[src/rtl/regfile_pkg.sv]
// regfile_pkg: shared constants and types for the scoreboarded register file.
//   RF_XLEN   default data width
//   RF_NREGS  default register count (power of two)
//   RF_NRD    default number of read ports
//   reg_addr_t  register address type for the default register count
package regfile_pkg;

    localparam int RF_XLEN  = 32;
    localparam int RF_NREGS = 32;
    localparam int RF_NRD   = 2;
    localparam int RF_AW    = $clog2(RF_NREGS);

    typedef logic [RF_AW-1:0] reg_addr_t;

endpackage

[src/rtl/regfile_sb_if.sv]
// regfile_sb_if: bus bundle between a register-file client and regfile_sb.
//   we/wa/wd                  write port
//   ra / rd / rbusy           NRD combinational read ports with busy flags
//   rsv_en/rsv_addr           destination reservation (producer issue)
//   rsv_conflict              reservation hit an already-busy register
//   busy_cnt                  number of reserved registers
// Modports: master (client side), slave (register file side).
interface regfile_sb_if import regfile_pkg::*; #(
    parameter int XLEN  = RF_XLEN,
    parameter int NREGS = RF_NREGS,
    parameter int NRD   = RF_NRD
) ();
    localparam int AW = $clog2(NREGS);

    logic                          we;
    logic [AW-1:0]                 wa;
    logic [XLEN-1:0]               wd;
    logic [NRD-1:0][AW-1:0]        ra;
    logic [NRD-1:0][XLEN-1:0]      rd;
    logic [NRD-1:0]                rbusy;
    logic                          rsv_en;
    logic [AW-1:0]                 rsv_addr;
    logic                          rsv_conflict;
    logic [AW:0]                   busy_cnt;

    modport master (
        output we, wa, wd, ra, rsv_en, rsv_addr,
        input  rd, rbusy, rsv_conflict, busy_cnt
    );

    modport slave (
        input  we, wa, wd, ra, rsv_en, rsv_addr,
        output rd, rbusy, rsv_conflict, busy_cnt
    );

endinterface

[src/rtl/rf_scoreboard.sv]
// rf_scoreboard: per-register busy bits plus a running count of busy bits.
//   clk, reset   clock, synchronous active-high reset
//   set_en/set_addr  reservation request (address 0 ignored)
//   clr_en/clr_addr  write-back clearing the busy bit (address 0 ignored)
//   busy         busy bit vector
//   busy_cnt     registered popcount of busy
//   conflict     combinational: reservation targets an already-busy register
module rf_scoreboard import regfile_pkg::*; #(
    parameter int NREGS = RF_NREGS,
    localparam int AW   = $clog2(NREGS)
) (
    input  logic             clk,
    input  logic             reset,
    input  logic             set_en,
    input  logic [AW-1:0]    set_addr,
    input  logic             clr_en,
    input  logic [AW-1:0]    clr_addr,
    output logic [NREGS-1:0] busy,
    output logic [AW:0]      busy_cnt,
    output logic             conflict
);

    logic             set_v, clr_v, inc, dec;
    logic [NREGS-1:0] busy_nxt;

    assign set_v = set_en && (set_addr != '0);
    assign clr_v = clr_en && (clr_addr != '0);

    // busy[0] is never set, so a reservation of r0 cannot conflict.
    assign conflict = set_en && busy[set_addr];

    // Count tracks transitions, not requests: a set on an already-busy bit
    // adds nothing, and a clear overridden by a same-address set removes nothing.
    assign inc = set_v && !busy[set_addr];
    assign dec = clr_v && busy[clr_addr] && !(set_v && (set_addr == clr_addr));

    always_comb begin
        busy_nxt = busy;
        if (clr_v) busy_nxt[clr_addr] = 1'b0;
        if (set_v) busy_nxt[set_addr] = 1'b1;   // new producer wins
    end

    always_ff @(posedge clk) begin
        if (reset) begin
            busy     <= '0;
            busy_cnt <= '0;
        end else begin
            busy <= busy_nxt;
            case ({inc, dec})
                2'b10:   busy_cnt <= busy_cnt + 1'b1;
                2'b01:   busy_cnt <= busy_cnt - 1'b1;
                default: busy_cnt <= busy_cnt;
            endcase
        end
    end

endmodule

[src/rtl/regfile_sb.sv]
// regfile_sb: register file with NRD combinational read ports, one write
// port and a busy-bit scoreboard for pending producers. r0 reads as zero.
//   clk, reset   clock, synchronous active-high reset
//   bus          regfile_sb_if.slave (write, read, reservation, status)
// Build option: define RF_BYPASS_EN for write-through bypass of the
// in-flight write onto matching read ports (data and busy).
module regfile_sb import regfile_pkg::*; #(
    parameter int XLEN  = RF_XLEN,
    parameter int NREGS = RF_NREGS,
    parameter int NRD   = RF_NRD
) (
    input  logic         clk,
    input  logic         reset,
    regfile_sb_if.slave  bus
);

    logic [NREGS-1:0][XLEN-1:0] mem;
    logic [NREGS-1:0]           busy;
    logic                       wr_v;

    assign wr_v = bus.we && (bus.wa != '0);

    always_ff @(posedge clk) begin
        if (reset)     mem          <= '0;
        else if (wr_v) mem[bus.wa]  <= bus.wd;
    end

    rf_scoreboard #(.NREGS(NREGS)) u_sb (
        .clk      (clk),
        .reset    (reset),
        .set_en   (bus.rsv_en),
        .set_addr (bus.rsv_addr),
        .clr_en   (bus.we),
        .clr_addr (bus.wa),
        .busy     (busy),
        .busy_cnt (bus.busy_cnt),
        .conflict (bus.rsv_conflict)
    );

`ifdef RF_BYPASS_EN
    // A same-cycle reservation of the written register keeps it busy, so the
    // bypass must not report it free.
    logic rsv_same;
    assign rsv_same = bus.rsv_en && (bus.rsv_addr == bus.wa);
`endif

    for (genvar i = 0; i < NRD; i++) begin : g_rd
        logic [XLEN-1:0] rd_st;
        logic            rb_st;

        assign rd_st = (bus.ra[i] == '0) ? '0 : mem[bus.ra[i]];
        assign rb_st = busy[bus.ra[i]];

`ifdef RF_BYPASS_EN
        logic hit;
        assign hit          = wr_v && (bus.wa == bus.ra[i]);
        assign bus.rd[i]    = hit ? bus.wd : rd_st;
        assign bus.rbusy[i] = (hit && !rsv_same) ? 1'b0 : rb_st;
`else
        assign bus.rd[i]    = rd_st;
        assign bus.rbusy[i] = rb_st;
`endif
    end

endmodule

[src/flat_wrapper.sv]
// flat-port wrapper written by rule: the top's interface ports become plain ports
module regfile_sb_flat import regfile_pkg::*;
#(
    parameter int XLEN  = RF_XLEN,
    parameter int NREGS = RF_NREGS,
    parameter int NRD   = RF_NRD
)
  (clk, reset, bus_we, bus_wa, bus_wd, bus_ra, bus_rsv_en, bus_rsv_addr, bus_rd, bus_rbusy, bus_rsv_conflict, bus_busy_cnt);
  regfile_sb_if #(.XLEN(XLEN), .NREGS(NREGS), .NRD(NRD)) bus_i ();
  input  logic clk;
  input  logic reset;
  input wire logic [$bits(bus_i.we)-1:0] bus_we;
  input wire logic [$bits(bus_i.wa)-1:0] bus_wa;
  input wire logic [$bits(bus_i.wd)-1:0] bus_wd;
  input wire logic [$bits(bus_i.ra)-1:0] bus_ra;
  input wire logic [$bits(bus_i.rsv_en)-1:0] bus_rsv_en;
  input wire logic [$bits(bus_i.rsv_addr)-1:0] bus_rsv_addr;
  output wire logic [$bits(bus_i.rd)-1:0] bus_rd;
  output wire logic [$bits(bus_i.rbusy)-1:0] bus_rbusy;
  output wire logic [$bits(bus_i.rsv_conflict)-1:0] bus_rsv_conflict;
  output wire logic [$bits(bus_i.busy_cnt)-1:0] bus_busy_cnt;
  assign bus_i.we = bus_we;
  assign bus_i.wa = bus_wa;
  assign bus_i.wd = bus_wd;
  assign bus_i.ra = bus_ra;
  assign bus_i.rsv_en = bus_rsv_en;
  assign bus_i.rsv_addr = bus_rsv_addr;
  assign bus_rd = bus_i.rd;
  assign bus_rbusy = bus_i.rbusy;
  assign bus_rsv_conflict = bus_i.rsv_conflict;
  assign bus_busy_cnt = bus_i.busy_cnt;
  regfile_sb #(.XLEN(XLEN), .NREGS(NREGS), .NRD(NRD)) u_core (.clk(clk), .reset(reset), .bus(bus_i));
endmodule
[config.mk]
export PLATFORM = sky130hd
export DESIGN_NAME = regfile_sb_flat
export DESIGN_NICKNAME = d
export VERILOG_FILES = /design/src/rtl/regfile_pkg.sv /design/src/rtl/regfile_sb_if.sv /design/src/rtl/rf_scoreboard.sv /design/src/rtl/regfile_sb.sv /design/src/flat_wrapper.sv
export SDC_FILE = /design/constraint.sdc
export NUM_CORES = 2
export LEC_CHECK = 0
export CORE_ASPECT_RATIO = 0.75
export CORE_UTILIZATION = 40
export CTS_CLUSTER_DIAMETER = 120
export DETAILED_ROUTE_END_ITERATION = 12
export GPL_TIMING_DRIVEN = 0
export PLACE_DENSITY = 0.53
export SETUP_SLACK_MARGIN = 0.15
export SLEW_MARGIN = 20
export SYNTH_ARGS = -nofsm -noshare
export SYNTH_HDL_FRONTEND = slang
export SYNTH_SLANG_ARGS = --single-unit
[constraint.sdc]
create_clock -name clk -period 5.6 [get_ports clk]
set_clock_uncertainty 0.05 [all_clocks]
set_input_delay 1.12 -clock clk [delete_from_list [all_inputs] [get_ports clk]]
set_output_delay 1.12 -clock clk [all_outputs]
set_load 0.01 [all_outputs]
# Word-level counts from Yosys, hierarchy flattened
# Index checks and enable logic that the tools add are counted.
# word_totals
regBits	1062
inputBits	56
output_inout_bits	73
# classes
add_sub_neg	2
order_cmp	6
n_eq_ne	3
n_mux	24
bitwise_logic	3
reduce_logical	16
# ops
operator	n
$bwmux W1024	1
$bmux W32 S5	2
$mux W32	7
$demux W32 S5	1
$and A32 B32 Y32	1
$not A32 Y32	1
$or A32 B32 Y32	1
$lt A5 B6 Y1 const B	4
$bmux W1 S5	4
$pmux W6 S2	1
$demux W1 S5	2
$ge A5 B1 Y1 const B	2
$logic_not A5 Y1	2
$reduce_bool A5 Y1	2
$logic_and A1 B1 Y1	9
$add A6 B1 Y6 const B	1
$mux W1	6
$sub A6 B1 Y6 const B	1
$eq A5 B5 Y1	1
$eq A2 B1 Y1 const B	1
$eq A2 B2 Y1 const B	1
$logic_not A1 Y1	2
$reduce_bool A2 Y1	1

# Depth between registers and ports, before layout
# logic_depth
ltp_word	9
mapped_depth	15
ltp_nobuf	13

# Hierarchy
# A second synthesis with hierarchy kept.
# hier_totals
cells_unflattened	6216
hier_area_um2	54285.8
# modules_own_cells
mod	instances	cells_per_inst	area_per_inst_um2	seq_area_each_um2
regfile_sb	1	5934	51908.5	20499.7
rf_scoreboard	1	282	2377.3	760.7

# Worst setup path before layout
# OpenSTA, ideal clock, no wires.
# synth_timing
kind	input-to-reg
startpoint	in bus_rsv_addr[0]
endpoint	reg u_core.u_sb.busy_cnt[4]
setup_ns	0.070
arrival_ns	4.250
required_ns	5.480
path_slack_ns	1.230
stages	13
n_path_buf	2
cell_sequence	clkbuf_1 > buf_2 > mux4_2 > a22oi_1 > nand4_1 > or2_1 > ha_1 > ha_1 > nor2b_1 > o21a_1 > o21ai_0 > or3b_2 > a21oi_1
# synth_between
elab_chain_len	7
elab_cells_between_ends	14
cone_classes	eq/ne (3); mux (3); reduce/logical (8)
# synth_lines
element	line	text
start, declared	flat_wrapper.sv:17	input wire logic [$bits(bus_i.rsv_addr)-1:0] bus_rsv_addr;
branches (longest 7 deep; another with $pmux W6 S2)	-	
end signal, assigned	rf_scoreboard.sv:50	2'b10: busy_cnt <= busy_cnt + 1'b1;
end signal, assigned	rf_scoreboard.sv:51	2'b01: busy_cnt <= busy_cnt - 1'b1;
end signal, assigned	rf_scoreboard.sv:52	default: busy_cnt <= busy_cnt;
end, declared	rf_scoreboard.sv:19	output logic [AW:0] busy_cnt,
# Several ways; the timed one is not identified. The select of a mux whose other input is x is not followed.
# A chain may end at the register's enable or synchronous reset.

# Worst setup path after layout
# layout_timing
startpoint	in bus_ra[5]
endpoint	out bus_rd[39]
# layout_between
elab_chain_len	3
elab_cells_between_ends	4
cone_classes	mux (3); reduce/logical (1)
# layout_lines
element	line	text
start, declared	flat_wrapper.sv:15	input wire logic [$bits(bus_i.ra)-1:0] bus_ra;
$bmux W32 S5	regfile_sb.sv:51	assign rd_st = (bus.ra[i] == '0) ? '0 : mem[bus.ra[i]];
$mux W32 (not written as such)	regfile_sb.sv:51	
$mux W32 *	regfile_sb.sv:51	
end, declared	flat_wrapper.sv:18	output wire logic [$bits(bus_i.rd)-1:0] bus_rd;
# Every way passes the cells marked *; elsewhere a longest branch is shown, timed or not. The select of a mux whose other input is x is not followed.

==> flow_summary.json <==
{
  "status": "finished with violations",
  "violations": "DRC",
  "worst_ep_required_time_ps": 4430,
  "nFillCells": 12849,
  "core_area_mm2": 0.132,
  "fin_cells": 7858,
  "numCtsBuffers": 111,
  "r2r_start": "u_core.u_sb.busy[10]$_SDFF_PP0_",
  "drt_iter0_drc": 8108,
  "maxUsedRoutingLayer": "met4",
  "dpl-instance-area_mm2": 0.0568,
  "finalPower_mw": 17.2,
  "postLayoutCoreUtil": 0.463,
  "setup_viol": 0,
  "ys_seq_area_frac": 0.398,
  "start_kind": "primary input",
  "drt-pass1-iter-count": 13,
  "path_clk_slew_ps": 60,
  "arrival_ps": 4350,
  "area_delta_synth_final_pct": 14.2,
  "dp_hpwl_mm": 190,
  "vdd_ir_drop_max_uv": 304,
  "ys.flop_type": "dfxtp_1",
  "worstReg2RegEnd": "u_core.u_sb.busy_cnt[4]$_SDFFE_PP0P_",
  "ys_types": 46,
  "fmax_ghz": 0.181,
  "grtUsageTotal": 0.355,
  "wl_mm": 245,
  "min_path_type": "reg2reg",
  "antenna_found_initial": 3,
  "holdBufCountCts": 0,
  "timing_hold_violations_final": 0,
  "cts.htree.levels": 3,
  "hold_depth": 2,
  "drc": 18,
  "setup_tns_ps": 0,
  "synthArstFlopShare": 0,
  "rrSetupSlack_ps": 1970,
  "syn_area_mm2": 0.0535,
  "holdPathEnd": "u_core.mem[103]$_SDFFE_PP0P_",
  "vias_per_cell": 6.36,
  "drv_cap": 0,
  "synth_edf_count": 0,
  "worstMarginPinSlew_ps": 1290,
  "path_max_fanout": 10,
  "die_h_um": 319,
  "num_io_pins": 129,
  "min_from": "u_core.mem[103]$_SDFFE_PP0P_",
  "avgSynthCellArea_um2": 9.23,
  "wl_met1_mm": 102,
  "cts-root-buf": "clkbuf_16",
  "slew_viol_final": 0,
  "cts_sinks": 1062,
  "overflow": 0,
  "synth_seq_cells": 1062,
  "finalCritPeriodShare": 0.987,
  "max-slew-margin-rel": 0.137,
  "wire_per_inst_um": 31.2,
  "rsz0062_at_grt": "no",
  "wl_met3_mm": 32.7,
  "grt_pass1_wl_mm": 341,
  "yosys-top-cells-area": "dfxtp_1 40%, mux4_2 26%, nand2_1 14%, a21oi_1 9.3%, clkbuf_1 3.3%",
  "design.die.area_mm2": 0.135,
  "portBuffers": 111,
  "powerDensity_mw_per_mm2": 282,
  "syn-num-nets": 5851,
  "clock_path_buffers": 3,
  "period_needed_ps": 5520,
  "p_leak_nw": 19.2,
  "multiInputGateArea_mm2": 0.0299,
  "grt_max_degree": 15,
  "cts_tree": "done",
  "ant_nets": 0,
  "criticalPathCategory": "in2out",
  "gp_congestion": 1.00,
  "rr_worst_depth": 11,
  "clock_latency_ps": 750,
  "vias": 49978,
  "finalNetCount": 6078,
  "grt_pass1_vias": 45924,
  "std_cell_rows": 115,
  "yosysTopAreaCell": "dfxtp_1",
  "wl_met2_mm": 98.3,
  "synth_top_area_frac": 0.398,
  "area.sequential_mm2": 0.0213,
  "layout-drive-gt1-share": 0.173,
  "die_w_um": 424,
  "start_util": 0.406,
  "end_kind": "output pin",
  "stdcell_area_mm2": 0.0610,
  "ys_warn_count": 0,
  "synth_cells": 5789,
  "place_inst": 7658
}
==> power by group <==
group	leakage [nW]	switching (mW)	internal (mW)
combinational	8.81	1.22	0.509
clock	1.82	3.39	4.42
sequential	8.56	0.0458	7.61
==> registers in the layout (all words and copies together) (netlist names) <==
signal,cells
u_core.u_sb.busy_cnt,6
u_core.u_sb.busy,32
u_core.mem,1024
==> critical path: stages <==
cell and delay [ps]:
buf_2 300, buf_6 270, buf_4 310, buf_6 300, nand2b_1 310, clkbuf_4 380, o221ai_1 240, a221oi_1 430
clkdlybuf4s50_1 630
==> per-layer routing <==
| metal | vias up | track usage |
|---|---|---|
| met5 | - | 0 |
| met4 | 0 | 0.147 |
| met3 | 544 | 0.0995 |
| met2 | 3625 | 0.486 |
| met1 | 24965 | 0.519 |
| li1 | 20844 | - |
==> kinds of logic after synthesis <==
family                     after synthesis  share of synthesized area
and+or+nand+nor                       2196                      0.159
muxes                                  678                      0.270
adders and majority gates                6                    0.00154
DFF                                   1062                      0.398
buffers and inverters                  666                     0.0495
xor gates and xnor gates                 8                    0.00131
AOI/OAI and AO/OA                     1173                      0.121
==> placed cells by master (no fill, tap or decap), types with 5 or more instances in the layout <==
master	instances
nand2_1	2035
dfxtp_1	1062
a21oi_1	996
mux4_2	612
clkbuf_1	426
clkbuf_16	113
clkdlybuf4s50_1	111
nor2_1	77
buf_2	66
mux2i_1	64
inv_2	59
o221ai_1	58
clkbuf_2	41
buf_1	39
a221oi_2	39
a22oi_1	37
nor2b_1	36
clkbuf_8	32
a221oi_1	25
buf_4	24
clkbuf_4	16
clkinv_2	13
inv_1	9
buf_6	7
bufinv_16	7
and3b_1	6
nor3_1	6
o221ai_2	6
and2_1	5
nor3b_1	5
ha_1	5
clkinvlp_4	5
==> final cells by class <==
type,instances,area share
Clock buffer,168,0.0548
Tap cell,1755,0.0360
Clock inverter,31,0.00599
Buffer,598,0.0427
Antenna cell,1,0.0000410
Multi-Input combinational cell,4061,0.489
Inverter,68,0.00418
Timing Repair Buffer,114,0.0188
Sequential cell,1062,0.348
==> cell usage after synthesis (2+ instances only) <==
cell and count:
or3b_2 2, mux2_2 2, or3_1 3, o221ai_1 64, and3b_1 6, xor2_1 4, or2_1 2, a31oi_1 2
nand2_1 2036, a22oi_1 37, inv_2 59, mux2i_1 64, mux4_2 612, xnor2_1 4, ha_1 5, and2_1 5
nor3b_1 6, clkbuf_1 464, a221oi_1 65, nand3b_1 3, buf_2 76, and3_1 4, nand3_1 4, nor2b_1 36
o211ai_1 2, buf_4 11, buf_1 46, nor2_1 77, inv_1 9, nand2b_1 2, nor3_1 6, dfxtp_1 1062
a21oi_1 996
==> worst max path at each step <==
stage / slack [ps] / from / depth (start not counted) / to
6_report: 80 / bus_ra[5] / 9 / bus_rd[39]
4_1_cts: 120 / bus_ra[5] / 10 / bus_rd[47]
3_5_place_dp: -1030 / bus_ra[4] / 9 / bus_rd[21]
5_1_grt: 150 / bus_ra[5] / 10 / bus_rd[56]
2_1_floorplan: 1230 / bus_rsv_addr[0] / 13 / u_core.u_sb.busy_cnt[4]$_SDFFE_PP0P_
3_3_place_gp: -1000 / bus_ra[4] / 9 / bus_rd[20]
==> per-stage QoR <==
step / hold slack, ps / setup slack, ps
after global routing: 433 / 150
after detailed placement: 407 / -1030
after CTS: 415 / 124
final: 416 / 75.3
after global placement: 399 / -1000
after floorplan: 393 / 1230
==> repair_timing <==
item	4_1_cts	5_1_grt
setup buffers	0	0
setup endpoints to repair	65	47
gates resized for setup	115	45
No activity file was read; power rests on OpenSTA's default activity.
